### src/rtl/uart_tx_ctrl_if.sv
// Purpose: request/status bundle between a frame source and uart_tx_ctrl.
// Latency: n/a (wires only).
// Backpressure: none here; the source watches busy and re-presents Data_Valid itself.
// Ports: P_DATA/Data_Valid/PAR_EN/PAR_TYP from the source;
//        mux_sel/ser_data/par_bit/busy from the controller to the TX line mux.
interface uart_tx_ctrl_if #(
  parameter int DATA_WIDTH = 8
);
  logic [DATA_WIDTH-1:0] P_DATA;
  logic                  Data_Valid;
  logic                  PAR_EN;
  logic                  PAR_TYP;
  logic [2:0]            mux_sel;
  logic                  ser_data;
  logic                  par_bit;
  logic                  busy;

  modport master (
    output P_DATA, Data_Valid, PAR_EN, PAR_TYP,
    input  mux_sel, ser_data, par_bit, busy
  );

  modport slave (
    input  P_DATA, Data_Valid, PAR_EN, PAR_TYP,
    output mux_sel, ser_data, par_bit, busy
  );
endinterface

### src/rtl/uart_tx_ctrl.sv
// Purpose: UART transmit sequencer: START, DATA_WIDTH payload bits LSB first, optional parity, STOP.
// Latency: frame enters START on the accepting edge; DATA_WIDTH+2 cycles (+1 with parity) busy.
// Backpressure: Data_Valid is taken only in IDLE or STOP; requests at other times are dropped.
// Ports: CLK, RST (sync, active-low), bus (slave modport): payload/controls in,
//        mux_sel/ser_data/par_bit/busy out, all decoded from registered state.
module uart_tx_ctrl #(
  parameter int DATA_WIDTH = 8
) (
  input  logic           CLK,
  input  logic           RST,
  uart_tx_ctrl_if.slave  bus
);

  // Counter only has to reach DATA_WIDTH-1; keep at least one bit for DATA_WIDTH = 1.
  localparam int CW = (DATA_WIDTH > 1) ? $clog2(DATA_WIDTH) : 1;
  localparam logic [CW-1:0] LAST_BIT = CW'(DATA_WIDTH - 1);

  // Encodings chosen equal to the line-mux codes.
  typedef enum logic [2:0] {
    IDLE   = 3'b000,
    START  = 3'b001,
    DATA   = 3'b011,
    PARITY = 3'b010,
    STOP   = 3'b110
  } state_t;

  state_t                state_q, state_d;
  logic [DATA_WIDTH-1:0] shift_q, shift_d;
  logic [CW-1:0]         cnt_q, cnt_d;
  logic                  par_en_q, par_en_d;
  logic                  par_typ_q, par_typ_d;
  logic                  par_x_q, par_x_d;   // XOR of the latched payload
  logic                  accept;
  logic [2:0]            mux_sel;
  logic                  busy;

  always_comb begin
    state_d   = state_q;
    shift_d   = shift_q;
    cnt_d     = cnt_q;
    par_en_d  = par_en_q;
    par_typ_d = par_typ_q;
    par_x_d   = par_x_q;
    accept    = 1'b0;

    case (state_q)
      IDLE:   accept = bus.Data_Valid;
      START:  state_d = DATA;
      DATA: begin
        shift_d = shift_q >> 1;
        if (cnt_q == LAST_BIT) begin
          state_d = par_en_q ? PARITY : STOP;
        end else begin
          cnt_d = cnt_q + 1'b1;
        end
      end
      PARITY: state_d = STOP;
      STOP: begin
        state_d = IDLE;
        accept  = bus.Data_Valid;
      end
      default: state_d = IDLE;
    endcase

    // Acceptance is the only place the request inputs are sampled.
    if (accept) begin
      state_d   = START;
      shift_d   = bus.P_DATA;
      cnt_d     = '0;
      par_en_d  = bus.PAR_EN;
      par_typ_d = bus.PAR_TYP;
      par_x_d   = ^bus.P_DATA;
    end
  end

  always_ff @(posedge CLK) begin
    if (!RST) begin
      state_q   <= IDLE;
      shift_q   <= '0;
      cnt_q     <= '0;
      par_en_q  <= 1'b0;
      par_typ_q <= 1'b0;
      par_x_q   <= 1'b0;
    end else begin
      state_q   <= state_d;
      shift_q   <= shift_d;
      cnt_q     <= cnt_d;
      par_en_q  <= par_en_d;
      par_typ_q <= par_typ_d;
      par_x_q   <= par_x_d;
    end
  end

  always_comb begin
    mux_sel = 3'b000;
    busy    = 1'b0;
    case (state_q)
      IDLE:    begin mux_sel = 3'b000; busy = 1'b0; end
      START:   begin mux_sel = 3'b001; busy = 1'b1; end
      DATA:    begin mux_sel = 3'b011; busy = 1'b1; end
      PARITY:  begin mux_sel = 3'b010; busy = 1'b1; end
      STOP:    begin mux_sel = 3'b110; busy = 1'b1; end
      default: begin mux_sel = 3'b000; busy = 1'b0; end
    endcase
  end

  assign bus.mux_sel  = mux_sel;
  assign bus.busy     = busy;
  assign bus.ser_data = (state_q == DATA) & shift_q[0];
  // Odd parity is the complement of the even (plain XOR) parity.
  assign bus.par_bit  = par_x_q ^ par_typ_q;

endmodule

### src/flat_wrapper.sv
// flat-port wrapper written by rule: the top's interface ports become plain ports
module uart_tx_ctrl_flat 
#(
  parameter int DATA_WIDTH = 8
)
  (CLK, RST, bus_P_DATA, bus_Data_Valid, bus_PAR_EN, bus_PAR_TYP, bus_mux_sel, bus_ser_data, bus_par_bit, bus_busy);
  uart_tx_ctrl_if #(.DATA_WIDTH(DATA_WIDTH)) bus_i ();
  input  logic CLK;
  input  logic RST;
  input wire logic [$bits(bus_i.P_DATA)-1:0] bus_P_DATA;
  input wire logic [$bits(bus_i.Data_Valid)-1:0] bus_Data_Valid;
  input wire logic [$bits(bus_i.PAR_EN)-1:0] bus_PAR_EN;
  input wire logic [$bits(bus_i.PAR_TYP)-1:0] bus_PAR_TYP;
  output wire logic [$bits(bus_i.mux_sel)-1:0] bus_mux_sel;
  output wire logic [$bits(bus_i.ser_data)-1:0] bus_ser_data;
  output wire logic [$bits(bus_i.par_bit)-1:0] bus_par_bit;
  output wire logic [$bits(bus_i.busy)-1:0] bus_busy;
  assign bus_i.P_DATA = bus_P_DATA;
  assign bus_i.Data_Valid = bus_Data_Valid;
  assign bus_i.PAR_EN = bus_PAR_EN;
  assign bus_i.PAR_TYP = bus_PAR_TYP;
  assign bus_mux_sel = bus_i.mux_sel;
  assign bus_ser_data = bus_i.ser_data;
  assign bus_par_bit = bus_i.par_bit;
  assign bus_busy = bus_i.busy;
  uart_tx_ctrl #(.DATA_WIDTH(DATA_WIDTH)) u_core (.CLK(CLK), .RST(RST), .bus(bus_i));
endmodule
### config.mk
export PLATFORM = sky130hd
export DESIGN_NAME = uart_tx_ctrl_flat
export DESIGN_NICKNAME = d
export VERILOG_FILES = /design/src/rtl/uart_tx_ctrl_if.sv /design/src/rtl/uart_tx_ctrl.sv /design/src/flat_wrapper.sv
export SDC_FILE = /design/constraint.sdc
export NUM_CORES = 1
export LEC_CHECK = 0
export CELL_PAD_IN_SITES_DETAIL_PLACEMENT = 1
export CELL_PAD_IN_SITES_GLOBAL_PLACEMENT = 2
export CORE_MARGIN = 4
export CORE_UTILIZATION = 28
export DETAILED_ROUTE_END_ITERATION = 7
export GPL_ROUTABILITY_DRIVEN = 0
export PLACE_DENSITY = 0.76
export SLEW_MARGIN = 20
export SYNTH_ARGS = -nofsm -noshare
export SYNTH_HDL_FRONTEND = slang
export SYNTH_SLANG_ARGS = --single-unit
### constraint.sdc
create_clock -name CLK -period 1.3 [get_ports CLK]
set_input_delay 0.39 -clock CLK [delete_from_list [all_inputs] [get_ports CLK]]
set_output_delay 0.39 -clock CLK [all_outputs]
set_load 0.02 [all_outputs]
* Word level (Yosys, flattened, before mapping)
Index checks and enable logic that the tools add are counted. Widths: inputs -> output; s select.
Word-level totals: register bits 17, bits in latches 0, memory bits (writable) 0, memory bits (read-only) 0, bits of input ports 13, memories 0
Cells by class: add/sub/neg operators 1, multiply operators 0, div/mod/pow operators 0, $lt $le $gt $ge 0, eq/ne operators 8, shifts and indexed selects 0, multiplexer cells 9, bitwise operators 5, reduce and logical (&&, ||, !) cells 9
Operators with widths (count):
- $pmux 3 s4 | 2
- $mux 8 | 2
- $reduce_xor 8->1 | 1
- $eq 3x2->1 const B | 2
- $eq 3x3->1 const B | 2
- $mux 3 | 2
- $reduce_and 2->1 | 3
- $ne 2x1->1 const B | 2
- $reduce_or 2->1 | 2
- $reduce_or 4->1 | 1
- $add 3x1->3 const B | 1
- $eq 3x1->1 const B | 1
- $logic_not 3->1 | 1
- $mux 1 | 3
- $ne 3x1->1 const B | 1
- $not 1->1 | 3
- $reduce_bool 2->1 | 1
- $and 1x1->1 | 1
- $xor 1x1->1 | 1

* Longest topological paths before layout
Gate-level depths: netlist of run 1.
word-level depth 5, mapped depth 5

* Least setup slack after synthesis of run 1
No wires, ideal clock.
kind flip-flop to output port, start point reg u_core.state_q[1], end point out bus_mux_sel[2], data arrival time 1.012 ns, slack -0.102 ns, stages on the path, launching flop included 3, cell sequence dfxtp_1 inv_1 nor3b_1
Between the ends: word-level cells in the longest chain between the ends 2, elaborated cells between the ends (all ways) 5, classes of those cells eq/ne: 4; mux: 1
Ends and longest elaborated chain:
- start: declaration | line uart_tx_ctrl.sv:27 | state_t state_q, state_d;
- start signal: assignment | line uart_tx_ctrl.sv:85 | state_q <= state_d;
- $eq 3x3->1 (tied with other cells) | line uart_tx_ctrl.sv:97 | case (state_q)
- $pmux 3 s4 * | line uart_tx_ctrl.sv:97
- end: declaration | line flat_wrapper.sv:14 | output wire logic [$bits(bus_i.mux_sel)-1:0] bus_mux_sel;
Mark *: on every way between the ends. The rest lies on a longest branch, timed or not.

* Final worst setup path of run 1
start point reg u_core.state_q[2], end point out bus_mux_sel[2]
Same word-level chain as after synthesis.

==> reports/summary.txt, run 1 <==
========================================================================================
Sequential fraction of design power                                                0.440
Row cnt                                                                               19
Required @ worst endpoint                                                        0.91 ns
Total via count after detailed routing                                               819
Fraction of synthesized area in multiplexers                                           0
Overall global routing resource usage                                              0.129
Pins Over Slew Limit                                                                   0
Post-Synthesis Mean Instance Area                                             8.77 sq um
Largest net degree at the start of global routing                                     16
Max clock buf depth                                                                    2
Cts bufs inserted                                                                      3
Boundary Pins                                                                         19
Maximum single-stage delay on the critical path                                  0.34 ns
Cell area after synthesis                                                      860 sq um
Share of synthesized area occupied by flip-flops and latches                       0.396
Share of power burned in the clock network                                         0.210
Slew at the pin with the worst max-slew slack                                   0.360 ns
Rel. slew slack                                                                    0.760
Combinational fraction of design power                                             0.350
Smallest setup slack after layout                                              -0.167 ns
1st-pass router iterations                                                             3
Clock Latency Late Sink                                                          0.29 ns
Detailed-route wire length                                                       2320 um
Total die area                                                                4020 sq um
Count of port buffers added during placement                                          18
Die width                                                                        63.4 um
Fraction of power spent switching nets                                             0.320
Category of cells accounting for the largest share of critical-path delay     flip-flops
Number of antenna violations at the first check in global routing                      0
Adder-Cell Fraction of Synth Area                                                 0.0291
Fillers                                                                              342
Filler-free cell count of the finished design                                        164
Reg-to-reg slack, setup                                                         -0.03 ns
Area of the core                                                              2850 sq um
Violated checks                                                             setup timing
Largest family of logic cells by synthesized area                           simple AND/OR/NAND/NOR gates
Max rail drop VDD                                                                 526 uV
Wire length of the first global-routing pass                                     4070 um
Area of the multi-input gates                                                  529 sq um
Flip-flop and latch area                                                       350 sq um
Number of remaining DRC errors                                                         0
Area added between synthesis and finish                                            48.2%
H-tree levels                                                                          1
Maximum fanout along the worst path                                                    6
Power Internal                                                                0.000953 W
Total global routing overflow                                                          0
Classification of the worst-slack hold path                                 flop to flop
Net count, final                                                                     149
Cell with the biggest individual delay on the critical path                 sky130_fd_sc_hd__dfxtp_2
Worst Clk Skew                                                                 0.0130 ns
Iteration-0 DRC Markers                                                               17
Synth async-reset ratio                                                                0
Syn_nets                                                                             113
Ratio of cells with drive above 1 in the final layout                              0.406
Maxcap violations                                                                      0
Outcome                                                                     finished, violations left
FMAX                                                                             682 MHz
Clock slew at reported path FFs                                                  0.10 ns
Area share of and/or/nand/nor cells after synthesis                                0.226
WL/cell                                                                          14.1 um
Post-layout instance area                                                     1270 sq um
Time the final worst path needs with I/O delays and setup                        1.47 ns
Chain of cells forming the critical path                                    buf_4, nor3b_2, buf_4
Total placed cells including tap cells                                               156
Average via count per standard cell                                                 4.99
Total leakage power                                                             0.491 nW
Number of hold violations in the final report                                          0
Net switching power figure                                                    0.000448 W
Initial core utilization                                                           0.301
Signal arrival time at the worst endpoint                                        1.08 ns
Distinct cell type count of the synthesized netlist                                   28
Setup violators final                                                                 11
Tcrit/Tclk final                                                                    1.13
Classification of the worst setup path                                      flop to output pin
Cell seen most often among critical-path stages                             sky130_fd_sc_hd__buf_4
Area after DPL                                                                1170 sq um
Count of flip-flops with a built-in enable after synthesis                             0
Buffer and inverter count on the worst path                                            2
Height of the die                                                                63.4 um
PD cells                                                                    1100 nW/um^2
Endpoint type of the worst setup path                                         output pin
Yosys warnings                                                                         0
CP startpoint kind                                                                  flop
Clock tree from TritonCTS                                                          built
Clock tree root buffer cell                                                 sky130_fd_sc_hd__clkbuf_4
Post-Syn Instances                                                                    98
Post-synthesis share of cell area spent on xor and xnor gates                      0.102
Final antenna diode count                                                              0
RSZ-0062 raised after global routing                                                true
Clock Sinks                                                                           17
Share of the synthesized area in the top cell type                                 0.396
Synth Area in Compound Gates                                                       0.211
Vias in the first global route                                                       916
Post-synthesis sequential element count                                               17
Leading cell type by number of instances after synthesis                    sky130_fd_sc_hd__nand2_1
Synth top area cells                                                        sky130_fd_sc_hd__dfxtp_1 (40%), sky130_fd_sc_hd__xnor2_1 (9.2%), sky130_fd_sc_hd__nand2_1 (8.7%)
Cell type with the highest aggregate area in the netlist                    sky130_fd_sc_hd__dfxtp_1
Synth Flop Type                                                             sky130_fd_sc_hd__dfxtp_1
Half-perimeter wire length of the detailed placement result                      1700 um
Most numerous cell types in the synthesized netlist                         sky130_fd_sc_hd__nand2_1 (20), sky130_fd_sc_hd__dfxtp_1 (17), sky130_fd_sc_hd__o21ai_0 (12)
Hold buffer count at cts                                                               0
Remaining antenna violation count                                                      0
========================================================================================
## final timing paths
| kind | depth (start not counted) | end | from |
|---|---|---|---|
| setup / recovery | 3 | bus_mux_sel[2] | u_core.state_q[2] |
| hold / removal | 2 | u_core.shift_q[3] | u_core.shift_q[3] |
| setup reg to reg | 6 | u_core.par_en_q | u_core.state_q[1] |
| hold reg to reg | 2 | u_core.shift_q[3] | u_core.shift_q[3] |
## worst register-to-register path, cell delays in order, from the launching register on
cell,delay [ns]
sky130_fd_sc_hd__dfxtp_2,0.36
sky130_fd_sc_hd__buf_4,0.15
sky130_fd_sc_hd__xnor2_2,0.19
sky130_fd_sc_hd__nand3b_4,0.16
sky130_fd_sc_hd__buf_4,0.22
sky130_fd_sc_hd__nand2_1,0.11
sky130_fd_sc_hd__a21boi_2,0.06
## logic make-up after synthesis
| group | count (synthesis) |
|---|---|
| compound gates | 28 |
| xor+xnor | 10 |
| fa+ha+maj | 2 |
| buf+inv | 6 |
| flops | 17 |
| simple gates | 35 |
## cell usage in the layout, fill, tap and decap left out, types with 2 or more instances in the layout
master                            count
sky130_fd_sc_hd__clkbuf_4             3
sky130_fd_sc_hd__a31oi_1              7
sky130_fd_sc_hd__a21oi_2              3
sky130_fd_sc_hd__nand2_1             20
sky130_fd_sc_hd__clkdlybuf4s50_1     12
sky130_fd_sc_hd__xnor2_1              8
sky130_fd_sc_hd__o21ai_1              2
sky130_fd_sc_hd__buf_6                5
sky130_fd_sc_hd__dfxtp_1             11
sky130_fd_sc_hd__o21ai_0             10
sky130_fd_sc_hd__a21boi_2             3
sky130_fd_sc_hd__dfxtp_2              5
sky130_fd_sc_hd__nor2_2               2
sky130_fd_sc_hd__buf_4               16
sky130_fd_sc_hd__nor2_1               2
sky130_fd_sc_hd__inv_2                3
## power by group through the flow
| stage | Sequential (W) | Clock, W | Combinational [W] |
|---|---|---|---|
| final | 0.000616 | 0.000294 | 0.000491 |
| after global routing | 0.000623 | 0.000323 | 0.000539 |
| after CTS | 0.000615 | 0.000300 | 0.000479 |
| after detailed placement | 0.000619 | 0 | 0.000446 |
| after global placement | 0.000617 | 0 | 0.000432 |
| after floorplan | 0.000623 | 0 | 0.000243 |
## sequential cells by signal, indices dropped and copies added, names as in the netlist
signal / cells
u_core.state_q: 3
u_core.cnt_q: 3
u_core.par_x_q: 1
u_core.shift_q: 8
u_core.par_typ_q: 1
u_core.par_en_q: 1
## through the flow
step | total power, W | setup WS [ns] | TNS [ns] | util | hold WS [ns]
2_1_floorplan | 0.000866 | -0.00324 | -0.00324 | - | 0.443
3_3_place_gp | 0.00105 | -0.367 | -4.60 | 0.409 | 0.459
3_5_place_dp | 0.00106 | -0.391 | -5.08 | 0.409 | 0.465
4_1_cts | 0.00139 | -0.180 | -1.95 | 0.432 | 0.480
5_1_grt | 0.00149 | -0.215 | -2.28 | 0.446 | 0.511
6_report | 0.00140 | -0.167 | -0.841 | 0.446 | 0.479
## routing by layer
| metal | wire, um | part of all wire | track usage | vias up |
|---|---|---|---|---|
| met3 | 70 | 0.030 | 0.0284 | 2 |
| met4 | 16 | 0.0069 | 0.0404 | 0 |
| li1 | - | - | - | 409 |
| met1 | 1030 | 0.44 | 0.150 | 395 |
| met2 | 1210 | 0.52 | 0.231 | 13 |
| met5 | 0 | 0 | 0 | - |
## repair_timing
action | 4_1_cts | 5_1_grt
setup buffers | 3 | 1
endpoints found under the hold margin | 0 | 0
resized for setup | 42 | 10
endpoints found under the setup margin | 19 | 22
pin swaps | 4 | 2
## layout make-up
class                           instances  share of cell area
Clock inverter                          1             0.00393
Timing Repair Buffer                   34               0.249
Inverter                                3             0.00884
Multi-Input combinational cell         75               0.416
Clock buffer                            3              0.0177
Sequential cell                        17               0.275
Tap cell                               31              0.0305
(Power assumes the default switching activity.)
==> run 2, diff against run 1 <==
- CORE_MARGIN: 4 -> 3
- GPL_TIMING_DRIVEN: not set -> 0
==> run 2 against run 1 <==
Effect of this change:
- the flow still finishes with violations (setup timing)
- core utilization fell by 2.4 points
- global-route usage up 1.4 points
- critical path depth grew 1
- setup slack got worse by 0.071 ns
- sequential share of layout area rose by 2.1 points
- largest power group unchanged
- highest routed layer unchanged
==> reports/summary.txt, run 2 (synthesized netlist as in run 1, its figures left out) <==
========================================================================================
Worst Clk Skew                                                                0.00183 ns
Worst hold margin                                                               0.480 ns
Post-layout instance area                                                     1190 sq um
Final antenna diode count                                                              0
Worst r2r src                                                               u_core.state_q[2]
Clock Sinks                                                                           17
Maximum single-stage delay on the critical path                                  0.37 ns
Most common cell after layout, fill and taps aside                          sky130_fd_sc_hd__nand2_1
Net count, final                                                                     144
Half-perimeter wire length of the detailed placement result                      1610 um
Category of cells accounting for the largest share of critical-path delay     flip-flops
Pins Over Slew Limit                                                                   0
Detailed-route wire length                                                       2320 um
Cell with the biggest individual delay on the critical path                 sky130_fd_sc_hd__dfxtp_4
Endpoint type of the worst setup path                                         output pin
Worst slack after detailed placement                                           -0.575 ns
H-tree levels                                                                          1
Reg-to-reg slack, setup                                                         -0.22 ns
FMAX                                                                             650 MHz
Maximum fanout along the worst path                                                    3
Cts bufs inserted                                                                      3
Number of hold violations in the final report                                          0
Largest net degree at the start of global routing                                     11
Number of remaining DRC errors                                                         0
Hold Path Stages                                                                       2
Boundary Pins                                                                         19
PD cells                                                                    1130 nW/um^2
Max rail drop VDD                                                                 556 uV
Total leakage power                                                             0.457 nW
Biggest register                                                            u_core.shift_q
Maxcap violations                                                                      0
Max clock buf depth                                                                    2
CP startpoint kind                                                                  flop
Initial core utilization                                                           0.304
Buffer and inverter count on the worst path                                            2
Total global routing overflow                                                          0
Setup violators final                                                                 21
Total via count after detailed routing                                               809
Required @ worst endpoint                                                        0.91 ns
Signal arrival time at the worst endpoint                                        1.15 ns
Outcome                                                                     finished, violations left
Layout Utilization                                                                 0.422
Total placed cells including tap cells                                               147
Overall global routing resource usage                                              0.142
Count of port buffers added during placement                                          18
Area after DPL                                                                1080 sq um
Biggest registers after layout                                              u_core.shift_q: 8 flops, u_core.cnt_q: 3 flops, u_core.state_q: 3 flops
Vias in the first global route                                                       839
Clock slew at reported path FFs                                                  0.11 ns
Number of flip-flops in the largest register                                           8
Leading cell types in the layout, fill and taps excluded                    sky130_fd_sc_hd__nand2_1 (20), sky130_fd_sc_hd__clkdlybuf4s50_1 (12), sky130_fd_sc_hd__dfxtp_1 (12)
Clock Latency Late Sink                                                          0.30 ns
Wire length of the first global-routing pass                                     3790 um
Chain of cells forming the critical path                                    nand2b_4, inv_2, and3_4, buf_6
Slew at the pin with the worst max-slew slack                                   0.348 ns
Smallest setup slack after layout                                              -0.238 ns
Time the final worst path needs with I/O delays and setup                        1.54 ns
Area of the core                                                              2830 sq um
Remaining antenna violation count                                                      0
Hold buffer count at cts                                                               0
Row cnt                                                                               19
Hold EP                                                                     u_core.shift_q[2]
Critical path depth in cells                                                           4
Die width                                                                        61.4 um
Average via count per standard cell                                                 5.09
Reg-to-reg endpoint                                                         u_core.cnt_q[0]
Tcrit/Tclk final                                                                    1.18
Hold Path Origin                                                            u_core.shift_q[2]
Classification of the worst setup path                                      flop to output pin
Clock tree root buffer cell                                                 sky130_fd_sc_hd__clkbuf_4
Rel. slew slack                                                                    0.768
Height of the die                                                                61.4 um
Depth of the most critical reg-to-reg path                                             7
Number of antenna violations at the first check in global routing                      0
Clock tree from TritonCTS                                                          built
RSZ-0062 raised after global routing                                                true
Iteration-0 DRC Markers                                                               20
WL/cell                                                                          14.6 um
Violated checks                                                             setup timing
Classification of the worst-slack hold path                                 flop to flop
Ratio of cells with drive above 1 in the final layout                              0.336
Filler-free cell count of the finished design                                        159
1st-pass router iterations                                                             3
Total die area                                                                3770 sq um
Area added between synthesis and finish                                            39.0%
========================================================================================
run 2: per-layer routing:
layer	wire length, um	vias to the layer above	global-route usage
met4	43	0	0.0636
met5	0	-	0
li1	-	397	-
met2	1200	17	0.251
met1	966	390	0.161
met3	112	5	0.0377
run 2: how the worst max path moves through the flow:
stage,startpoint,end,slack [ns]
after floorplan,u_core.state_q[0],bus_ser_data,-0.003
after global placement,u_core.state_q[0],bus_ser_data,-0.52
after detailed placement,u_core.state_q[0],bus_ser_data,-0.57
after CTS,u_core.state_q[2],bus_ser_data,-0.25
after global routing,u_core.state_q[1],bus_mux_sel[2],-0.31
final,u_core.state_q[2],bus_ser_data,-0.24
run 2: tightest hold or removal path, cell delays in order, from the launching register on:
cell and delay [ns]:
sky130_fd_sc_hd__dfxtp_1 0.33, sky130_fd_sc_hd__nand2_1 0.05, sky130_fd_sc_hd__a31oi_1 0.07
run 2: through the flow:
stage	power (W)	setup TNS (ns)
3_3_place_gp	0.00100	-7.61
2_1_floorplan	0.000866	-0.00324
4_1_cts	0.00136	-3.90
5_1_grt	0.00144	-5.59
3_5_place_dp	0.00101	-7.76
6_report	0.00135	-3.87
run 2: repair_timing:
item / CTS / global route
setup buffers: 7 / 1
setup endpoints to repair: 20 / 22
pin swaps: 1 / 1
resized for setup: 42 / 4
run 2: layout make-up:
cell class,count,area [sq um]
Fill cell,346,1630
Buffer,3,21.3
Multi-Input combinational cell,75,505
Inverter,3,11.3
Clock buffer,3,22.5
Clock inverter,1,5.00
Sequential cell,17,354
Tap cell,31,38.8
Timing Repair Buffer,26,236
run 2: report_power, final:
group	internal, W	switching [W]	leakage, nW
sequential	0.000580	0.0000461	0.142
clock	0.000115	0.000186	0.0177
combinational	0.000211	0.000207	0.297
total	0.000906	0.000439	0.457
==> edit 1 (settings of run 1) <==
Re-encode `state_t` (5 states) as one-hot, 5 bits wide.
--- a/src/rtl/uart_tx_ctrl.sv
+++ b/src/rtl/uart_tx_ctrl.sv
@@ -16,12 +16,12 @@
   localparam logic [CW-1:0] LAST_BIT = CW'(DATA_WIDTH - 1);
 
   // Encodings chosen equal to the line-mux codes.
-  typedef enum logic [2:0] {
-    IDLE   = 3'b000,
-    START  = 3'b001,
-    DATA   = 3'b011,
-    PARITY = 3'b010,
-    STOP   = 3'b110
+  typedef enum logic [4:0] {
+    IDLE   = 5'b00001,
+    START  = 5'b00010,
+    DATA   = 5'b00100,
+    PARITY = 5'b01000,
+    STOP   = 5'b10000
   } state_t;
 
   state_t                state_q, state_d;
Formal check against the unedited RTL: no difference found for any inputs over 10 cycles, from zero or initial values and one cycle with RST low; not proved beyond that.
==> edit 1 against run 1 <==
- worst setup slack worse by 0.44 ns
- clock power up 6.8%
- via count up 19%
- power down 1.6%
- cell area up 34%
- critical endpoint unchanged
- clock skew down 0.0039 ns
- sequential power up 6.7%
- sequential cell count up 2
- the flow still finishes with violations (negative setup slack)
- synthesized area up 18%
- wire length up 29%
- critical path type unchanged
==> edit 1: results (changes against run 1) <==
* Library cells used by synthesis at 29 (was 28)
* Met1 GRT Util at 0.154 (was 0.150)
* Setup_tns at -5.21 ns (was -0.841 ns)
* Commonest cells in the netlist: 19 x dfxtp_1, 12 x a21oi_1, 12 x mux2i_1, 11 x o21ai_0, 10 x nor2_1 (was 20 x nand2_1, 17 x dfxtp_1, 12 x o21ai_0, 9 x xnor2_1, 7 x a31oi_1)
* Syn Nets at 129 (was 113)
* Post-placement cell count at 196 (was 156)
* Combinational share of power at 0.296 (was 0.350)
* DR WL met2 at 1.68 mm (was 1.21 mm)
* Drt total wl at 2.99 mm (was 2.32 mm)
* Syn Area/Cell at 8.92 um^2 (was 8.77 um^2)
* Total Routing Usage GR at 0.140 (was 0.129)
* Run status: complete, but fails checks (unchanged)
* Sequential fraction of the synthesis area at 0.374 (was 0.396)
* Routed length on met1 at 1.20 mm (was 1.03 mm)
* Final setup viols at 22 (was 11)
* CTS resizes at 75 (was 42)
* Clk Latency, worst-skew pair at 0.31 ns (was 0.29 ns)
* CP max stage delay at 0.53 ns (was 0.34 ns)
* FILL cells at 396 (was 342)
* Final WS setup at -0.608 ns (was -0.167 ns)
* Dpl hpwl at 2.13 mm (was 1.70 mm)
* Vias at 977 (was 819)
* Crit-path leading delay family: simple AND/OR/NAND/NOR gates (was flip-flops)
* Initial DRC Count at 15 (was 17)
* Failing checks: negative setup slack (unchanged)
* Compound-Gate Fraction of Synth Area at 0.129 (was 0.211)
* Xor/xnor cell area share of the yosys netlist at 0.112 (was 0.102)
* Lkg Pwr at 0.693 nW (was 0.491 nW)
* Max FO, Critical Path at 2 (was 6)
* Largest net degree at the start of global routing at 14 (was 16)
[edit 1: cell types whose count changed after synthesis, moves of 7 or more]
cell	run 1	this run
a21oi_1	2	12
a31oi_1	7	0
mux2i_1	0	12
nand2_1	20	6
nor2_1	3	10
[edit 1: cell families (layout without fill, tap and decap cells)]
| kind of cell | after synthesis | count (layout) |
|---|---|---|
| AO/OA/AOI/OAI | 25 | 25 |
| XOR/XNOR | 13 | 13 |
| adder cells (fa/ha/maj) | 2 | 2 |
| buffers and inverters | 9 | 52 |
| flip-flops | 19 | 19 |
| multiplexers | 12 | 12 |
| AND/OR/NAND/NOR | 34 | 34 |
[edit 1: path summary, 6_finish.rpt]
| kind | from | to | cells past startpoint |
|---|---|---|---|
| max reg2reg | u_core.state_q[4] | u_core.cnt_q[1] | 6 |
| min reg2reg | u_core.par_typ_q | u_core.par_typ_q | 2 |
| min | u_core.par_typ_q | u_core.par_typ_q | 2 |
| max | u_core.state_q[2] | bus_mux_sel[2] | 4 |
[edit 1: through the flow]
| stage | util | setup slack (ns) |
|---|---|---|
| floorplan | - | -0.327 |
| global placement | 0.423 | -0.743 |
| detailed placement | 0.423 | -0.804 |
| CTS | 0.463 | -0.614 |
| global route | 0.500 | -0.663 |
| finish | 0.500 | -0.608 |
[edit 1: final cells by class]
cell class | instances | area, um^2 | share of cell area
clock buffers | 3 | 22.5 | 0.0132
inverters | 1 | 3.75 | 0.00220
clock inverters | 1 | 5.00 | 0.00293
well taps | 46 | 57.6 | 0.0337
multi-input cells | 86 | 771 | 0.451
flip-flops and latches | 19 | 393 | 0.230
repair buffers | 47 | 455 | 0.267
[edit 1: worst register-to-register path, stage by stage (launching register included)]
cell      delay, ns
dfxtp_2        0.36
buf_6          0.12
nor4_4         0.31
buf_4          0.20
nand3b_1       0.18
mux2i_1        0.20
nor2_1         0.06
==> edit 2 (config.mk and constraints of run 1) <==
Without the edit above. `DATA_WIDTH` is set to 8 in 3 places; all go to 4.
--- a/src/rtl/uart_tx_ctrl_if.sv
+++ b/src/rtl/uart_tx_ctrl_if.sv
@@ -4,7 +4,7 @@
 // Ports: P_DATA/Data_Valid/PAR_EN/PAR_TYP from the source;
 //        mux_sel/ser_data/par_bit/busy from the controller to the TX line mux.
 interface uart_tx_ctrl_if #(
-  parameter int DATA_WIDTH = 8
+  parameter int DATA_WIDTH = 4
 );
   logic [DATA_WIDTH-1:0] P_DATA;
   logic                  Data_Valid;
--- a/src/rtl/uart_tx_ctrl.sv
+++ b/src/rtl/uart_tx_ctrl.sv
@@ -4,7 +4,7 @@
 // Ports: CLK, RST (sync, active-low), bus (slave modport): payload/controls in,
 //        mux_sel/ser_data/par_bit/busy out, all decoded from registered state.
 module uart_tx_ctrl #(
-  parameter int DATA_WIDTH = 8
+  parameter int DATA_WIDTH = 4
 ) (
   input  logic           CLK,
   input  logic           RST,
--- a/src/flat_wrapper.sv
+++ b/src/flat_wrapper.sv
@@ -1,7 +1,7 @@
 // flat-port wrapper written by rule: the top's interface ports become plain ports
 module uart_tx_ctrl_flat 
 #(
-  parameter int DATA_WIDTH = 8
+  parameter int DATA_WIDTH = 4
 )
   (CLK, RST, bus_P_DATA, bus_Data_Valid, bus_PAR_EN, bus_PAR_TYP, bus_mux_sel, bus_ser_data, bus_par_bit, bus_busy);
   uart_tx_ctrl_if #(.DATA_WIDTH(DATA_WIDTH)) bus_i ();
Interface: changed (resized bus_P_DATA); port bits go from 19 to 15. No check against the original RTL was run, so the function may have changed too.
==> edit 2 against run 1 <==
- the flow still finishes with violations (negative setup slack)
- worst setup slack worse by 0.035 ns
- cell area down 18%
- power down 17%
- wire length down 23%
- synthesized area down 24%
- combinational power down 15%
- sequential power down 30%
- sequential cell count down 5
- largest cell class unchanged
- highest routed layer unchanged
==> edit 2: results (changes against run 1) <==
* Library cells used by synthesis at 34 (was 28)
* Initial DRC Count at 6 (was 17)
* Share of layout cells above drive strength 1 at 0.462 (was 0.406)
* Worst Path Arrival at 1.11 ns (was 1.08 ns)
* Worst IR drop on VDD at 0.000561 V (was 0.000526 V)
* Min-delay src: u_core.shift_q[2] (was u_core.shift_q[3])
* Pre-antenna DRT Iters at 4 (was 3)
* Avg WL per Cell at 13.2 um (was 14.1 um)
* Worst-Margin Slew at 0.307 ns (was 0.360 ns)
* Top-area cell type share of the netlist area at 0.370 (was 0.396)
* Largest net degree at the start of global routing at 9 (was 16)
* Critical R2R Launch: u_core.cnt_q[0] (was u_core.state_q[1])
* Overflow after GRT at 0 (unchanged)
* Final WS setup at -0.202 ns (was -0.167 ns)
* Setup_tns at -0.816 ns (was -0.841 ns)
* Final setup viols at 6 (was 11)
* FILL cells at 266 (was 342)
* Final hold slack at 0.488 ns (was 0.479 ns)
* Total Routing Usage GR at 0.121 (was 0.129)
* Failing checks: negative setup slack (unchanged)
* Dpl cell area at 952 um^2 (was 1170 um^2)
* Vias in the first global route at 637 (was 916)
* Largest regs: u_core.shift_q x4, u_core.state_q x3, u_core.cnt_q x2 (was u_core.shift_q x8, u_core.cnt_q x3, u_core.state_q x3)
* Clock skew at 0.00268 ns (was 0.0130 ns)
* Dpl hpwl at 1.39 mm (was 1.70 mm)
* Vias at 652 (was 819)
* Layout net count at 117 (was 149)
* Commonest cells in the netlist: 12 x dfxtp_1, 9 x nand2_1, 6 x a21oi_1, 4 x xnor2_1 (was 20 x nand2_1, 17 x dfxtp_1, 12 x o21ai_0, 9 x xnor2_1, 7 x a31oi_1)
* Lkg Pwr at 0.437 nW (was 0.491 nW)
* Syn Nets at 80 (was 113)
* WHS Endpoint: u_core.shift_q[2] (was u_core.shift_q[3])
* Max FO, Critical Path at 4 (was 6)
* Worst reg2reg path depth at 4 (was 6)
* Worst-path clk slew at 0.08 ns (was 0.10 ns)
* Port buffer count at 14 (was 18)
* Drt total wl at 1.78 mm (was 2.32 mm)
* Run status: complete, but fails checks (unchanged)
* Reg2reg end: u_core.cnt_q[1] (was u_core.par_en_q)
* Mapped Cells at 70 (was 98)
edit 2: logic make-up after synthesis:
family / count (synthesis) / synth area share
AOI/OAI and AO/OA: 18 / 0.173
muxes: 1 / 0.0154
and+or+nand+nor: 26 / 0.239
xor gates and xnor gates: 7 / 0.135
buffers and inverters: 5 / 0.0482
adders and majority gates: 1 / 0.0193
DFF: 12 / 0.370
edit 2: cell type report:
cell class              count  area [um^2]  share of cell area
clock buffers               4         36.3              0.0346
multi-input cells          53          422               0.403
well taps                  28         35.0              0.0335
repair buffers             35          300               0.287
flip-flops and latches     12          246               0.235
inverters                   2         7.51             0.00717
edit 2: what timing repair did:
item                                    4_1_cts  5_1_grt
endpoints found under the setup margin        7       11
pin swaps                                     0        2
setup buffers                                 1        1
resized for setup                            41        6
edit 2: metal layers:
layer | vias to the layer above | part of all wire | GRT usage
met1 | 319 | 0.43 | 0.142
met2 | 10 | 0.52 | 0.204
met4 | 0 | 0.0090 | 0.0407
li1 | 321 | - | -
met5 | - | 0 | 0
met3 | 2 | 0.039 | 0.0441
edit 2: worst max path at each step:
| stage | to | depth (start not counted) | startpoint | slack [ns] |
|---|---|---|---|---|
| after detailed placement | bus_busy | 4 | u_core.state_q[2] | -0.39 |
| after floorplan | bus_busy | 3 | u_core.state_q[0] | -0.15 |
| final | bus_busy | 4 | u_core.state_q[2] | -0.20 |
| after global routing | bus_busy | 4 | u_core.state_q[2] | -0.26 |
| after CTS | bus_busy | 4 | u_core.state_q[2] | -0.22 |
| after global placement | bus_busy | 4 | u_core.state_q[2] | -0.37 |
edit 2: power by group:
group / switching, W / total (W) / internal [W]
logic: 0.000200 / 0.000417 / 0.000217
clock network: 0.000140 / 0.000311 / 0.000170
registers: 0.0000255 / 0.000434 / 0.000409
total: 0.000366 / 0.00116 / 0.000797
